**src/rtl/const_bank_pkg.sv**
```systemverilog
// Shared constants and helpers for the configuration constant bank.
// Holds the width ceiling and the shift-counter width function.
package const_bank_pkg;

  localparam int CONST_BANK_MAX_WIDTH = 64;

  // Counter must hold 0..width inclusive
  function automatic int count_w(input int width);
    return $clog2(width + 1);
  endfunction

endpackage

```
**src/rtl/const_bank_chain.sv**
```systemverilog
// Serial shadow chain for const_bank: shift register plus
// saturating shift counter that reports when a full word is in.
module const_bank_chain
  import const_bank_pkg::*;
#(
  parameter int WIDTH = 8,
  parameter int CW    = count_w(WIDTH)
) (
  input  logic             prog_clk,
  input  logic             pReset,
  input  logic             ccff_head,
  input  logic             shift_en,
  input  logic             clr,
  output logic [WIDTH-1:0] shadow,
  output logic [CW-1:0]    count,
  output logic             loaded,
  output logic             ccff_tail
);

  logic [WIDTH-1:0] shadow_q, shadow_d;
  logic [CW-1:0]    count_q, count_d;
  logic             full;

  assign full = (count_q == CW'(WIDTH));

  // Next shadow: new bit enters at the top, bit 0 falls out the tail
  always_comb begin
    shadow_d = shadow_q;
    if (shift_en) begin
      shadow_d[WIDTH-1] = ccff_head;
      for (int i = 0; i < WIDTH - 1; i++) begin
        shadow_d[i] = shadow_q[i + 1];
      end
    end
  end

  // Next count: cleared by an accepted commit, saturates at WIDTH
  always_comb begin
    count_d = count_q;
    if (clr) begin
      count_d = shift_en ? CW'(1) : '0;
    end else if (shift_en && !full) begin
      count_d = count_q + CW'(1);
    end
  end

  // Chain state registers
  always_ff @(posedge prog_clk or posedge pReset) begin
    if (pReset) begin
      shadow_q <= '0;
      count_q  <= '0;
    end else begin
      shadow_q <= shadow_d;
      count_q  <= count_d;
    end
  end

  assign shadow    = shadow_q;
  assign count     = count_q;
  assign loaded    = full;
  assign ccff_tail = shadow_q[0];

endmodule

```
**src/rtl/const_bank.sv**
```systemverilog
// Configurable tie-off constant bank. Bits are shifted into a shadow
// chain and only reach const_out on a commit of a complete word.
module const_bank
  import const_bank_pkg::*;
#(
  parameter int               WIDTH     = 8,
  parameter logic [WIDTH-1:0] RESET_VAL = '0
) (
  input  logic             prog_clk,
  input  logic             pReset,
  input  logic             ccff_head,
  input  logic             shift_en,
  input  logic             commit,
  output logic [WIDTH-1:0] const_out,
  output logic             ccff_tail,
  output logic             loaded,
  output logic             cfg_valid,
  output logic             commit_err
);

  localparam int CW = count_w(WIDTH);

  if (WIDTH < 1 || WIDTH > CONST_BANK_MAX_WIDTH) begin : g_bad_width
    $error("const_bank: WIDTH out of range");
  end

  logic [WIDTH-1:0] shadow;
  logic [CW-1:0]    count;
  logic             accept;

  logic [WIDTH-1:0] const_out_q, const_out_d;
  logic             cfg_valid_q, cfg_valid_d;
  logic             commit_err_q, commit_err_d;

  assign accept = commit & loaded;

  const_bank_chain #(
    .WIDTH (WIDTH),
    .CW    (CW)
  ) u_chain (
    .prog_clk  (prog_clk),
    .pReset    (pReset),
    .ccff_head (ccff_head),
    .shift_en  (shift_en),
    .clr       (accept),
    .shadow    (shadow),
    .count     (count),
    .loaded    (loaded),
    .ccff_tail (ccff_tail)
  );

  // Commit transfers the pre-edge shadow; a premature commit only flags
  always_comb begin
    const_out_d  = const_out_q;
    cfg_valid_d  = cfg_valid_q;
    commit_err_d = commit_err_q;
    if (accept) begin
      const_out_d = shadow;
      cfg_valid_d = 1'b1;
    end else if (commit) begin
      commit_err_d = 1'b1;
    end
  end

  // Output registers; const_out only moves on accepted commit or reset
  always_ff @(posedge prog_clk or posedge pReset) begin
    if (pReset) begin
      const_out_q  <= RESET_VAL;
      cfg_valid_q  <= 1'b0;
      commit_err_q <= 1'b0;
    end else begin
      const_out_q  <= const_out_d;
      cfg_valid_q  <= cfg_valid_d;
      commit_err_q <= commit_err_d;
    end
  end

  assign const_out  = const_out_q;
  assign cfg_valid  = cfg_valid_q;
  assign commit_err = commit_err_q;

endmodule

```
**config.mk**
```make
export PLATFORM = sky130hd
export DESIGN_NAME = const_bank
export DESIGN_NICKNAME = d
export VERILOG_FILES = /design/src/rtl/const_bank_pkg.sv /design/src/rtl/const_bank_chain.sv /design/src/rtl/const_bank.sv
export SDC_FILE = /design/constraint.sdc
export NUM_CORES = 1
export LEC_CHECK = 0
export BUFFER_PORTS_ARGS = -buffer_cell sky130_fd_sc_hd__buf_2
export CELL_PAD_IN_SITES_DETAIL_PLACEMENT = 2
export CELL_PAD_IN_SITES_GLOBAL_PLACEMENT = 2
export CORE_ASPECT_RATIO = 0.75
export CORE_MARGIN = 2
export CORE_UTILIZATION = 36
export DETAILED_ROUTE_END_ITERATION = 8
export PLACE_DENSITY_LB_ADDON = 0.05
export SLEW_MARGIN = 10
export SYNTH_ARGS = -nofsm -noshare
export SYNTH_HDL_FRONTEND = slang
export SYNTH_SLANG_ARGS = --single-unit
```
**constraint.sdc**
```tcl
create_clock -name prog_clk -period 2.1 [get_ports prog_clk]
set_clock_uncertainty 0.1 [all_clocks]
set_input_delay 0.315 -clock prog_clk [delete_from_list [all_inputs] [get_ports prog_clk]]
set_output_delay 0.315 -clock prog_clk [all_outputs]
set_load 0.02 [all_outputs]
```
-- After elaboration in Yosys (flattened, before gate mapping)
Cells that the tools add are included.
- bits in registers: 22
- bits in latches: 0
- memory bits (writable): 0
- memory bits (read-only): 0
- input bits: 5
- logic and storage cells: 16
- memories kept: 0
- $add $sub $neg: 1
- multipliers: 0
- div/mod/pow operators: 0
- magnitude comparators: 0
- equal/unequal tests: 1
- shift operators: 0
- muxes and demuxes: 3
- bitwise operators: 2
- reductions and logical operators: 4
- operators by type and width (operator ; number):
    $mux 4 ; 2
    $add 4x1->4 const B ; 1
    $eq 4x4->1 const B ; 1
    $reduce_and 2->1 ; 1
    $reduce_bool 2->1 ; 1
    $and 1x1->1 ; 1
    $logic_and 1x1->1 ; 1
    $logic_not 1->1 ; 1
    $mux 1 ; 1
    $not 1->1 ; 1

-- Longest topological paths before layout
- depth after elaboration: 5
- depth in mapped cells: 6
- mapped depth without buffers: 5

-- By module
Synthesis repeated with hierarchy kept, for this count alone.
- cell total of the unflattened synthesis: 68
- area, all modules: 932.1 µm²
- modules (own cells, without submodules) (module ; times used ; cells each ; area an instance (µm²)):
    const_bank_chain ; 1 ; 44 ; 553.0
    const_bank ; 1 ; 24 ; 379.1

-- Least setup slack after synthesis
Ideal clock, no wire load.
- kind: reg-to-reg
- from: register u_chain.count_q[0] (netlist: u_chain.count[0])
- to: register u_chain.count_q[1] (netlist: u_chain.count[1])
- setup time: 125 ps
- data arrival time: 1341 ps
- data required time: 1875 ps
- slack: 534 ps
- stages on the path, launching flop included: 6
- path buffers: 0
- period minus slack after synthesis: 1566 ps
- path through: dfrtp_1 > inv_1 > ha_1 > nand3b_1 > a21boi_2 > mux2_4
- cells in the longest elaborated chain, start to end: 4
- elaborated cells between the ends (all ways): 8
- those cells by class: add/sub: 1; eq/ne: 1; mux: 2; bitwise: 1; reduce/logical: 3
- RTL lines (element ; line ; source):
    from (decl) ; const_bank_chain.sv:21 ; logic [CW-1:0] count_q, count_d;
    from (signal assigned) ; const_bank_chain.sv:54 ; count_q <= count_d;
    parallel branches: the longest is 4 deep, another holds $add 4x1->4 ; n/a ;
Several ways; the timed one is not identified. The select of a mux whose other input is x is not followed.
A chain may end at the register's enable or synchronous reset.

-- Final worst setup path
- from: register u_chain.count_q[0] (netlist: u_chain.count[0])
- to: output loaded
- cells in the longest elaborated chain, start to end: 1
- RTL lines (element ; line ; source):
    $eq 4x4->1 ; const_bank_chain.sv:24 ; assign full = (count_q == CW'(WIDTH));
    to (decl) ; const_bank.sv:16 ; output logic loaded,
No other way between the ends.

==> impl_metrics.prom <==
# TYPE chip_impl_metric gauge
chip_impl_metric{name="cellPowerDensity",unit="nW/um2"} 1280
chip_impl_metric{name="postSynthCellCount",unit=""} 63
chip_impl_metric{name="design.core.area",unit="um2"} 2360
chip_impl_info{name="grt.busiest_layer",value="met2"} 1
chip_impl_metric{name="cpPeakStageDelay",unit="ps"} 470
chip_impl_metric{name="antenna_violating_nets_post_route",unit=""} 0
chip_impl_metric{name="share_seq_of_total_power",unit=""} 0.487
chip_impl_info{name="status",value="finished clean"} 1
chip_impl_metric{name="drt_drc_violations_left",unit=""} 0
chip_impl_metric{name="crit_fanout",unit=""} 6
chip_impl_metric{name="internal_power",unit="uW"} 923
chip_impl_metric{name="synth_warnings",unit=""} 0
chip_impl_metric{name="die_height",unit="um"} 47.9
chip_impl_metric{name="grt.met2_usage",unit=""} 0.224
chip_impl_metric{name="timing.reg2reg.setup_slack",unit="ps"} 420
chip_impl_metric{name="wire_length_of_the_first_global_routing_pass",unit="mm"} 3.04
chip_impl_metric{name="antenna-diode-count",unit=""} 0
chip_impl_metric{name="worst-slew-pin-transition",unit="ps"} 298
chip_impl_metric{name="first_iter_violations",unit=""} 14
chip_impl_metric{name="syn_avg_cell_area",unit="um2"} 14.7
chip_impl_metric{name="fin_nets",unit=""} 94
chip_impl_metric{name="start_util",unit=""} 0.391
chip_impl_metric{name="slew_headroom",unit=""} 0.801
chip_impl_info{name="crit_top_cell",value="sky130_fd_sc_hd__inv_1"} 1
chip_impl_info{name="critPathKind",value="register to output pin"} 1
chip_impl_metric{name="clockBufferDepth",unit=""} 2
chip_impl_info{name="crit_path_end_kind",value="output pin"} 1
chip_impl_metric{name="largest_net_degree_at_the_start_of_global_routing",unit=""} 23
chip_impl_metric{name="fmax",unit="MHz"} 511
chip_impl_metric{name="first_pass_iters",unit=""} 2
chip_impl_metric{name="global_route.overflow_total",unit=""} 0
chip_impl_info{name="synth_top_flop_cell",value="sky130_fd_sc_hd__dfrtp_1"} 1
chip_impl_info{name="clockRootBuffer",value="sky130_fd_sc_hd__clkbuf_4"} 1
chip_impl_metric{name="tritoncts.num_buffers",unit=""} 3
chip_impl_info{name="rsz_0062_raised_after_global_routing",value="no"} 1
chip_impl_metric{name="area_growth_syn_to_layout",unit="%"} 19.9
chip_impl_metric{name="synthDistinctLibCells",unit=""} 20
chip_impl_metric{name="setup_viol_count_final",unit=""} 0
chip_impl_metric{name="globalRouteMet1Util",unit=""} 0.179
chip_impl_metric{name="post-route-period-util",unit=""} 0.933
chip_impl_metric{name="ffs_latches_synth",unit=""} 22
chip_impl_metric{name="mappedNetlistNets",unit=""} 70
chip_impl_metric{name="global_routing_met3_resource_utilization",unit=""} 0.0518
chip_impl_metric{name="cp_data_arrival_time",unit="ps"} 1540
chip_impl_metric{name="net-switching-power",unit="uW"} 496
chip_impl_metric{name="clkPwrFrac",unit=""} 0.163
chip_impl_metric{name="die_area",unit="um2"} 2990
chip_impl_metric{name="ioPinCount",unit=""} 17
chip_impl_metric{name="power.combinational.fraction",unit=""} 0.350
chip_impl_info{name="biggest_area_consumer_among_synthesized_cells",value="sky130_fd_sc_hd__dfrtp_1"} 1
chip_impl_info{name="cts_tree",value="done"} 1
chip_impl_info{name="synth_most_common_cell",value="sky130_fd_sc_hd__dfrtp_1"} 1
chip_impl_metric{name="portBuffers",unit=""} 16
chip_impl_metric{name="dp.final_hpwl",unit="mm"} 1.24
chip_impl_metric{name="worstPathRequired",unit="ps"} 1680
chip_impl_info{name="crit_slowest_cell",value="sky130_fd_sc_hd__dfrtp_2"} 1
chip_impl_metric{name="worst_setup_hold_path_clk_slew",unit="ps"} 110
chip_impl_info{name="synthTopCellsByArea",value="sky130_fd_sc_hd__dfrtp_1, sky130_fd_sc_hd__mux2_2, sky130_fd_sc_hd__ha_1, sky130_fd_sc_hd__nand4b_4, sky130_fd_sc_hd__inv_1"} 1
chip_impl_metric{name="synth_top_area_share",unit=""} 0.595
chip_impl_metric{name="p_total",unit="uW"} 1420
chip_impl_metric{name="finalSetupTns",unit="ps"} 0
chip_impl_info{name="synth.cells.most_frequent",value="sky130_fd_sc_hd__dfrtp_1, sky130_fd_sc_hd__mux2_2, sky130_fd_sc_hd__inv_1"} 1
chip_impl_metric{name="drive_above_1_share",unit=""} 0.523
chip_impl_metric{name="seq_area_frac_synth",unit=""} 0.595
chip_impl_metric{name="grt_usage",unit=""} 0.143
chip_impl_info{name="min-delay-path-class",value="input port to register"} 1
chip_impl_metric{name="post-route-min-period",unit="ps"} 1960
chip_impl_metric{name="routed_wl_per_cell",unit="um"} 14.9
chip_impl_metric{name="synth_edf_count",unit=""} 0
chip_impl_metric{name="switching_share",unit=""} 0.350
chip_impl_metric{name="post_synth_instance_area",unit="um2"} 925
chip_impl_metric{name="final.fill_count",unit=""} 249
chip_impl_metric{name="via_count",unit=""} 584
chip_impl_metric{name="worst_skew_pair.late_latency",unit="ps"} 310
chip_impl_metric{name="cap_violations",unit=""} 0
chip_impl_metric{name="timing_hold_violations_final",unit=""} 0
chip_impl_metric{name="timing.final.max_slew_violations",unit=""} 0
chip_impl_info{name="cp-start-kind",value="register"} 1
chip_impl_metric{name="wl",unit="mm"} 1.78
chip_impl_metric{name="max-vdd-ir-drop",unit="V"} 0.000645
chip_impl_info{name="critical_path.cell_chain",value="inv_1 > ha_1 > nand3b_1 > inv_1 > buf_2"} 1
chip_impl_metric{name="total_leakage_power",unit="uW"} 0.000574
chip_impl_metric{name="htreeDepth",unit=""} 1
chip_impl_metric{name="async_sr_flop_fraction",unit=""} 1.00
chip_impl_metric{name="route.detailed.vias_per_inst",unit=""} 4.87
chip_impl_metric{name="gp_congestion",unit=""} 0.683
chip_impl_metric{name="clkSinkCount",unit=""} 22
chip_impl_metric{name="grt_antenna_before_repair",unit=""} 0
chip_impl_metric{name="die_width",unit="um"} 62.5
chip_impl_metric{name="first_global_vias",unit=""} 613
chip_impl_metric{name="fp-row-count",unit=""} 15
==> final cells by class <==
type / instances / area (um2) / share of cell area
Clock buffer: 4 / 36.3 / 0.0327
Inverter: 4 / 15.0 / 0.0135
Multi-Input combinational cell: 35 / 343 / 0.309
Sequential cell: 22 / 552 / 0.498
Tap cell: 34 / 42.5 / 0.0384
Timing Repair Buffer: 21 / 120 / 0.108
==> cells by family after synthesis <==
group | count (synthesis) | synth area share
AO/OA/AOI/OAI | 7 | 0.0541
adder cells (fa/ha/maj) | 2 | 0.0271
AND/OR/NAND/NOR | 8 | 0.0677
flip-flops | 22 | 0.595
buffers and inverters | 6 | 0.0338
multiplexers | 18 | 0.222
==> power groups by stage <==
stage	Combinational (uW)	Sequential, uW	Clock [uW]
after detailed placement	492	697	0
after floorplan	245	776	0
after global placement	476	688	0
after CTS	496	692	245
after global routing	540	718	263
final	496	692	231
==> state kept, by name, indices dropped and copies added (netlist names) <==
register / cells
u_chain.shadow: 8
commit_err: 1
const_out: 8
cfg_valid: 1
u_chain.count: 4
==> final timing paths <==
check | to | cells after the start | start
setup reg to reg | u_chain.count[1] | 5 | u_chain.count[0]
hold reg to reg | commit_err | 1 | commit_err
max in group asynchronous | u_chain.count[0] | 4 | pReset
min in group asynchronous | const_out[4] | 4 | pReset
hold / removal | u_chain.shadow[7] | 2 | ccff_head
setup / recovery | loaded | 5 | u_chain.count[0]
==> layer usage <==
metal / up-vias / part of all wire
li1: 267 / -
met1: 302 / 0.48
met2: 11 / 0.46
met3: 4 / 0.036
met4: 0 / 0.022
met5: - / 0
==> critical path: cells and delay by family, from the launching register on <==
kind / cells / cell delay, ps
flops: 1 / 470
buf+inv: 3 / 330
fa+ha+maj: 1 / 240
simple gates: 1 / 210
==> metrics by stage <==
step / setup WS [ps] / instance area [um2] / cells / hold slack (ps) / utilization
after floorplan: 534 / 925 / 63 / 204 / -
after global placement: 430 / 1050 / 113 / 265 / 0.442
after detailed placement: 376 / 1050 / 113 / 269 / 0.442
after CTS: 54.0 / 1090 / 118 / 112 / 0.462
after global routing: 11.7 / 1110 / 120 / 108 / 0.469
final: 142 / 1110 / 120 / 127 / 0.469
==> placed cells by master (no fill, tap or decap), drive strengths merged <==
cell,synthesis,layout
dfrtp,22,22
buf,2,20
mux2,17,17
inv,4,4
clkbuf,0,4
nand2,3,3
a21oi,2,2
ha,2,2
a21o,2,2
nand4,1,1
o211ai,1,1
o21ai,1,1
nand3b,1,1
nand4b,1,1
nand2b,1,1
mux2i,1,1
a21boi,1,1
nor3b,1,1
dlygate4sd3,0,1
==> what timing repair did <==
action	in CTS	in global routing
resized for setup	0	1
setup buffers	0	2
endpoints found under the setup margin	0	1
hold buffers	1	0
hold endpoints to repair	22	0
Note: power is estimated with default switching activity, not from simulation.
